[src/rtl/bandit_pkg.sv]
// Shared definitions for the epsilon-greedy bandit agent.
//   state_t      : trial sequencer states (SCAN, ACTION, REWARD, UPDATE)
//   LFSR_POLY    : Galois feedback mask for x^16+x^14+x^13+x^11+1
//   DEFAULT_SEED : nonzero LFSR reset value used when none is supplied
package bandit_pkg;

    typedef enum logic [1:0] {
        SCAN   = 2'd0,
        ACTION = 2'd1,
        REWARD = 2'd2,
        UPDATE = 2'd3
    } state_t;

    // Right-shifting Galois form: taps 16,14,13,11 map onto bits 15,13,12,10.
    localparam logic [15:0] LFSR_POLY    = 16'hB400;
    localparam logic [15:0] DEFAULT_SEED = 16'hACE1;

endpackage

[src/rtl/bandit_lfsr.sv]
// 16-bit Galois LFSR used as the exploration random source.
// Ports:
//   clock   : system clock, posedge
//   reset   : synchronous active-high, loads SEED
//   advance : step the register by one shift when high
//   state   : current LFSR contents
module bandit_lfsr
    import bandit_pkg::*;
#(
    parameter logic [15:0] SEED = DEFAULT_SEED
) (
    input  logic        clock,
    input  logic        reset,
    input  logic        advance,
    output logic [15:0] state
);

    always_ff @(posedge clock) begin
        if (reset) begin
            state <= SEED;
        end else if (advance) begin
            // Bit shifted out of position 0 is folded back into the tap positions.
            state <= {1'b0, state[15:1]} ^ (state[0] ? LFSR_POLY : 16'h0000);
        end
    end

endmodule

[src/rtl/epsilon_bandit.sv]
// Epsilon-greedy multi-armed bandit agent.
// Each trial: scan the action-value table for the argmax (one entry per
// cycle), optionally replace it with a random exploratory action, offer the
// action, wait for the reward, then move the chosen entry toward the reward
// by 2^-ALPHA_SHIFT of the error.
//
// Handshakes: a transfer happens on a rising clock edge where both valid and
// ready are high. action_valid is only raised in ACTION and holds
// action_data/action_explore stable until the transfer; reward_ready is only
// raised in REWARD. Inputs outside those states are ignored.
//
// Ports:
//   clock, reset   : system clock and synchronous active-high reset
//   action_valid   : an action is offered
//   action_data    : chosen action index
//   action_explore : offered action is exploratory (qualified by action_valid)
//   action_ready   : consumer accepts the action
//   reward_valid   : reward is offered
//   reward_data    : signed reward for the last accepted action
//   reward_ready   : agent accepts the reward
module epsilon_bandit
    import bandit_pkg::*;
#(
    parameter int          NUM_ACTIONS  = 256,
    parameter int          ACTION_WIDTH = $clog2(NUM_ACTIONS),
    parameter int          VALUE_WIDTH  = 8,
    parameter int          REWARD_WIDTH = 8,
    parameter int          ALPHA_SHIFT  = 1,
    parameter int          INIT_VALUE   = 5,
    parameter int          EPSILON      = 0,
    parameter logic [15:0] SEED         = DEFAULT_SEED
) (
    input  logic                    clock,
    input  logic                    reset,
    output logic                    action_valid,
    output logic [ACTION_WIDTH-1:0] action_data,
    output logic                    action_explore,
    input  logic                    action_ready,
    input  logic                    reward_valid,
    input  logic [REWARD_WIDTH-1:0] reward_data,
    output logic                    reward_ready
);

    localparam logic signed [VALUE_WIDTH-1:0] INIT_Q    = VALUE_WIDTH'(INIT_VALUE);
    localparam logic [ACTION_WIDTH-1:0]       SCAN_LAST = ACTION_WIDTH'(NUM_ACTIONS - 1);
    localparam logic [9:0]                    EPS_EXT   = 10'(EPSILON);

    state_t state;
    state_t state_next;

    logic signed [VALUE_WIDTH-1:0] q_table [NUM_ACTIONS];

    logic [ACTION_WIDTH-1:0]       scan_idx;
    logic signed [VALUE_WIDTH-1:0] best_val;
    logic [ACTION_WIDTH-1:0]       best_idx;
    logic [ACTION_WIDTH-1:0]       act_reg;
    logic                          explore_reg;
    logic [REWARD_WIDTH-1:0]       reward_reg;

    logic [15:0] lfsr_state;

    // ---------------- random source ----------------
    bandit_lfsr #(
        .SEED(SEED)
    ) u_lfsr (
        .clock  (clock),
        .reset  (reset),
        .advance(state == UPDATE),
        .state  (lfsr_state)
    );

    // ---------------- sequencer ----------------
    always_ff @(posedge clock) begin
        if (reset) begin
            state <= SCAN;
        end else begin
            state <= state_next;
        end
    end

    logic scan_last;
    assign scan_last = (scan_idx == SCAN_LAST);

    always_comb begin
        state_next   = state;
        action_valid = 1'b0;
        reward_ready = 1'b0;
        case (state)
            SCAN: begin
                if (scan_last) state_next = ACTION;
            end
            ACTION: begin
                action_valid = 1'b1;
                if (action_ready) state_next = REWARD;
            end
            REWARD: begin
                reward_ready = 1'b1;
                if (reward_valid) state_next = UPDATE;
            end
            UPDATE: begin
                state_next = SCAN;
            end
            default: begin
                state_next = SCAN;
            end
        endcase
    end

    assign action_data    = act_reg;
    assign action_explore = explore_reg;

    // ---------------- argmax scan ----------------
    logic signed [VALUE_WIDTH-1:0] cur_val;
    logic signed [VALUE_WIDTH-1:0] cand_val;
    logic [ACTION_WIDTH-1:0]       cand_idx;
    logic [9:0]                    eps_diff;
    logic                          explore_now;

    always_comb begin
        cur_val = q_table[scan_idx];
        // Index 0 seeds the running max; afterwards only a strictly larger
        // value replaces it, so ties keep the lowest index.
        if (scan_idx == '0 || cur_val > best_val) begin
            cand_val = cur_val;
            cand_idx = scan_idx;
        end else begin
            cand_val = best_val;
            cand_idx = best_idx;
        end
    end

    // lfsr[15:8] < EPSILON, evaluated as the borrow of a 10-bit subtraction.
    assign eps_diff    = {2'b00, lfsr_state[15:8]} - EPS_EXT;
    assign explore_now = eps_diff[9];

    always_ff @(posedge clock) begin
        if (reset) begin
            scan_idx    <= '0;
            best_val    <= '0;
            best_idx    <= '0;
            act_reg     <= '0;
            explore_reg <= 1'b0;
            reward_reg  <= '0;
        end else begin
            case (state)
                SCAN: begin
                    // Power-of-two table: the index wraps back to 0 after the last entry.
                    scan_idx <= scan_idx + 1'b1;
                    best_val <= cand_val;
                    best_idx <= cand_idx;
                    if (scan_last) begin
                        if (explore_now) begin
                            act_reg     <= lfsr_state[ACTION_WIDTH-1:0];
                            explore_reg <= 1'b1;
                        end else begin
                            act_reg     <= cand_idx;
                            explore_reg <= 1'b0;
                        end
                    end
                end
                REWARD: begin
                    if (reward_valid) reward_reg <= reward_data;
                end
                default: begin
                end
            endcase
        end
    end

    // ---------------- value update ----------------
    // One extra bit holds reward - Q without overflow; the result always lies
    // between Q and the reward, so truncating back to VALUE_WIDTH is exact.
    logic signed [VALUE_WIDTH-1:0] q_old;
    logic signed [VALUE_WIDTH:0]   reward_ext;
    logic signed [VALUE_WIDTH:0]   q_ext;
    logic signed [VALUE_WIDTH:0]   diff;
    logic signed [VALUE_WIDTH:0]   delta;
    logic signed [VALUE_WIDTH-1:0] q_new;

    always_comb begin
        q_old      = q_table[act_reg];
        reward_ext = {{(VALUE_WIDTH + 1 - REWARD_WIDTH){reward_reg[REWARD_WIDTH-1]}}, reward_reg};
        q_ext      = {q_old[VALUE_WIDTH-1], q_old};
        diff       = reward_ext - q_ext;
        delta      = diff >>> ALPHA_SHIFT;
        q_new      = VALUE_WIDTH'(q_ext + delta);
    end

    always_ff @(posedge clock) begin
        if (reset) begin
            for (int i = 0; i < NUM_ACTIONS; i++) begin
                q_table[i] <= INIT_Q;
            end
        end else if (state == UPDATE) begin
            q_table[act_reg] <= q_new;
        end
    end

endmodule
[config.mk]
export PLATFORM = sky130hd
export DESIGN_NAME = epsilon_bandit
export DESIGN_NICKNAME = d
export VERILOG_FILES = /design/src/rtl/bandit_pkg.sv /design/src/rtl/bandit_lfsr.sv /design/src/rtl/epsilon_bandit.sv
export SDC_FILE = /design/constraint.sdc
export NUM_CORES = 2
export LEC_CHECK = 0
export BUFFER_PORTS_ARGS = -buffer_cell sky130_fd_sc_hd__buf_2
export CORE_UTILIZATION = 48
export CTS_CLUSTER_DIAMETER = 30
export DETAILED_ROUTE_END_ITERATION = 10
export SLEW_MARGIN = 20
export SYNTH_ARGS = -nofsm -noshare
export SYNTH_HDL_FRONTEND = slang
export SYNTH_SLANG_ARGS = --single-unit
export TNS_END_PERCENT = 100
[constraint.sdc]
create_clock -name clock -period 8.2 [get_ports clock]
set_input_delay 0.82 -clock clock [delete_from_list [all_inputs] [get_ports clock]]
set_output_delay 0.82 -clock clock [all_outputs]
set_load 0.01 [all_outputs]
# Word level (Yosys, flattened, before mapping)
# Memory sizes are Yosys's and may differ from the RTL's. A register that Yosys moved wholly into a read port is not among the register bits.
# Cells that the tools add are included.
# word_totals
ff_bits,42
inputBits,12
mem_bits_rw,2048
mem_count,1
output_inout_bits,11
wordCells,45
# memory_table
memory,depth,word_bits,read_ports,rd_clocked_by_memory_dff,write_ports,line_no,text
q_table,256,8,2,2,256,epsilon_bandit.sv:51,logic signed [VALUE_WIDTH-1:0] q_table [NUM_ACTIONS];
# op_classes
reduce_logical,8
n_eq_ne,7
magnitude_cmp,1
add_sub_neg,3
muxes,19
# ops
op,n
2-to-1 mux 8 bit,7
subtractor 8 x 8 -> 9 bit,1
"adder 8 x 1 -> 8 bit, second input constant",1
adder 8 bit,1
"equality test 8 bit, second input constant",1
greater-than comparator 8 bit,1
logical NOT 8 bit,1
2-to-1 mux 1 bit,8
case mux 2 bit (4 select lines),1
OR reduction 8 bit,1
2-to-1 mux 2 bit,3
"!= test 2 bit, second input constant",3
AND reduction 2 bit,3
"equality test 2 bit, second input constant",2
AND reduction 3 bit,1
"equality test 2 x 1 -> 1 bit, second input constant",1
logical NOT 2 bit,1
logical OR 1 bit,1

# Logic depth before layout (Yosys ltp)
# logic_depth
ltp_word,6
ltp_mapped,30
ltp_nobuf,22

# Least setup slack after synthesis
# OpenSTA, ideal clock, no wires.
# synth_timing
kind,register -> register
from,reg (tool-made name)
to,"mem q_table[188][6], data pin"
arrival_time_ns,6.154
n_path_buf,6
t_required_ns,7.935
path_slack_ns,1.781
synth_period_minus_slack_ns,6.419
setup_time_ns,0.265
stages_incl_launch_ff,22
cell_sequence,dfxtp_1 > buf_2 > buf_2 > clkbuf_1 > buf_1 > mux4_2 > mux4_2 > mux4_2 > mux4_2 > fa_1 > inv_1 > ha_1 > fa_1 > a21oi_1 > nor2_1 > nor2_1 > o21bai_1 > a21oi_1 > xor2_1 > clkbuf_1 > buf_1 > nor2_1
# synth_rtl
item,line_no
"end, declared",epsilon_bandit.sv:51

==> qor.yml <==
grt_max_degree: 182
tns_ns: 0
insertion_delay_ns: 1.03
place_congestion: 0.901
vdd_ir_drop_max_uv: 251
swShare: 0.235
cp.required_ns: 8.89
clk_pin_slew_ns: 0.05
cpPeakStageDelay_ns: 1.03
post_cts_buffers: 0
cts_made_buffers: 488
via_per_inst: 6.68
fin_crit_ns: 7.54
largest_reg_flops: 2048
cts_max_level: 5
grt_busiest_layer: "met2"
max_freq_ghz: 0.133
gr-usage-met1: 0.430
dieArea_um2: 230000
n_fill_cell: 17400
grt_antenna_before_repair: 27
setup_violations: 0
arrival_ns: 8.23
drc: 0
cp_slowest_cell: "dfxtp_4"
yosysWarnings: 0
syn_area_um2: 109000
start_util: 0.484
die_w_um: 479
critical_path.most_common_cell: "a21oi_1"
crit_chain: "mux4_2 > mux2i_1 > o211ai_1 > a311oi_1 > a32oi_1 > and2_1 > nor2b_1 > fa_1 > xnor2_1 > ha_1 > a21o_1 > a21oi_1 > o21bai_1 > a21oi_1 > o21bai_1 > a21oi_1 > xnor2_1 > xnor2_2 > buf_12 > buf_12 > nor2_1"
drt-pass1-iter-count: 6
layout_common_cells: "2048 x edfxtp_1, 1592 x nor2_1, 1337 x mux4_2"
postRouteAntennaNets: 0
rsz0062_at_grt: "false"
cts-root-buf: "clkbuf_16"
top_register: "q_table"
placed_cells: 9630
num_vias: 70300
met3_usage: 0.0703
num-nets-final: 7171
syn_nets: 7121
power_frac_clock: 0.567
worstHoldPathType: "primary input to register"
core_um2: 226000
synthArstFlopShare: 0
crit_type: "register to register"
hold_buffers: 0
fin_skew_ns: 0.0773
grt.total_usage: 0.314
rows: 174
final_common_cell: "edfxtp_1"
die_y_um: 479
grt_overflow: 0
tritoncts: "yes"
met2_usage: 0.492
synth_edf_count: 2048
ys_ff_latch: 2106
maxCapViolCount: 0
final-hold-violation-count: 0
critical_path_buf_inv_count: 2
intPower_mw: 25.7
relSlewSlack: 0.202
drt-total-wl_mm: 359
slew_viol_final: 0
postSynthCellCount: 7079
status: "complete, no violations"
syn_area_per_cell_um2: 15.4
wl_per_cell_um: 34.1
crit_path_start_kind: "register"
post-route-period-util: 0.919
worstPathMaxFanout: 88
grt_pass1_vias: 70400
place_hpwl_mm: 236
area_delta_synth_final_pct: 18.4
p_comb_frac: 0.068
crit_family: "compound AO/OA/AOI/OAI gates"
io_pins: 23
cp-end-kind: "register"
power_leakage_nw: 40.7
synth.distinct_cells: 53
synth_ff_type: "edfxtp_1"
ys_seq_area_frac: 0.574
ctsResizeCount: 0
p_seq_frac: 0.365
power_per_cell_area_nw_per_um2: 260
drive_gt1_frac: 0.353
cts.path.max_buffers: 4
clkSinkCount: 2106
io_buffers: 21
p_switching_mw: 7.90
drt_iter0_markers: 10000
grt_pass1_wl_mm: 516
finalNonFillerCells: 10500
tightest_slew_ns: 1.19
-- cells by family after synthesis --
group,Yosys count,synth area share
AO/OA/AOI/OAI,77,0.00480
flip-flops,2106,0.574
AND/OR/NAND/NOR,2762,0.112
other,1,0.0000343
multiplexers,1385,0.280
XOR/XNOR,14,0.00112
adder cells (fa/ha/maj),30,0.00357
buffers and inverters,704,0.0253
-- layer usage --
| metal | vias to the layer above | part of all wire |
|---|---|---|
| met5 | - | 0.00043 |
| met4 | 22 | 0.040 |
| met3 | 757 | 0.11 |
| met2 | 4526 | 0.47 |
| met1 | 37100 | 0.38 |
| li1 | 27900 | - |
-- worst min-delay path, stage by stage --
cell and delay (ns):
buf_2 0.14, nand3_1 0.08, a21oi_1 0.06
-- final timing paths --
| check | from | endpoint | slack (ns) | cells after the start |
|---|---|---|---|---|
| setup / recovery | register | q_table[242][7]$_SDFFCE_PN0P_ | 0.66 | 21 |
| hold / removal | reward_data[5] | reward_reg[5]$_SDFFE_PP0P_ | 0.19 | 3 |
| setup reg to reg | register | q_table[242][7]$_SDFFCE_PN0P_ | 0.66 | 21 |
| hold reg to reg | reward_reg[5]$_SDFFE_PP0P_ | reward_reg[5]$_SDFFE_PP0P_ | 0.46 | 2 |
-- per-stage QoR --
stage	setup slack (ns)	util	area [um^2]	total power, mW	hold slack, ns
4_1_cts	0.765	0.573	129000	33.6	0.163
2_1_floorplan	1.78	-	109000	13.8	0.441
3_3_place_gp	0.819	0.502	113000	14.7	0.458
6_report	0.662	0.573	129000	33.6	0.190
3_5_place_dp	0.844	0.502	113000	14.7	0.459
5_1_grt	0.582	0.573	129000	34.3	0.178
-- Yosys cell counts, types with 14 or more instances --
library cell / instances / area (um^2)
edfxtp_1: 2048 / 61500
nor2_1: 1601 / 6010
mux4_2: 1337 / 30100
clkbuf_1: 474 / 1780
nand2_1: 282 / 1060
nand3_1: 275 / 1380
nand2b_1: 271 / 1700
or2_2: 256 / 1600
buf_1: 146 / 548
dfxtp_1: 58 / 1160
mux2i_1: 46 / 460
inv_1: 32 / 120
buf_2: 31 / 155
ha_1: 28 / 350
nor3_1: 26 / 130
a21oi_1: 21 / 105
buf_4: 21 / 158
nor2b_1: 15 / 93.8
a211oi_1: 14 / 105
-- power by group through the flow --
stage	registers (mW)	clock network (mW)	logic [mW]
after detailed placement	12.4	0	2.26
after floorplan	12.3	0	1.47
after global routing	12.3	19.6	2.36
final	12.3	19.0	2.28
after global placement	12.4	0	2.25
after CTS	12.3	19.1	2.27
-- cell type report --
cell class | instances | area [um^2] | area share
diodes | 13 | 32.5 | 0.000251
clock buffers | 551 | 12600 | 0.0978
clock inverters | 337 | 3510 | 0.0271
inverters | 32 | 128 | 0.000987
multi-input cells | 4269 | 44100 | 0.341
flip-flops and latches | 2106 | 62700 | 0.485
well taps | 2992 | 3740 | 0.0289
repair buffers | 232 | 2530 | 0.0196
Note: power is estimated with default switching activity, not from simulation.
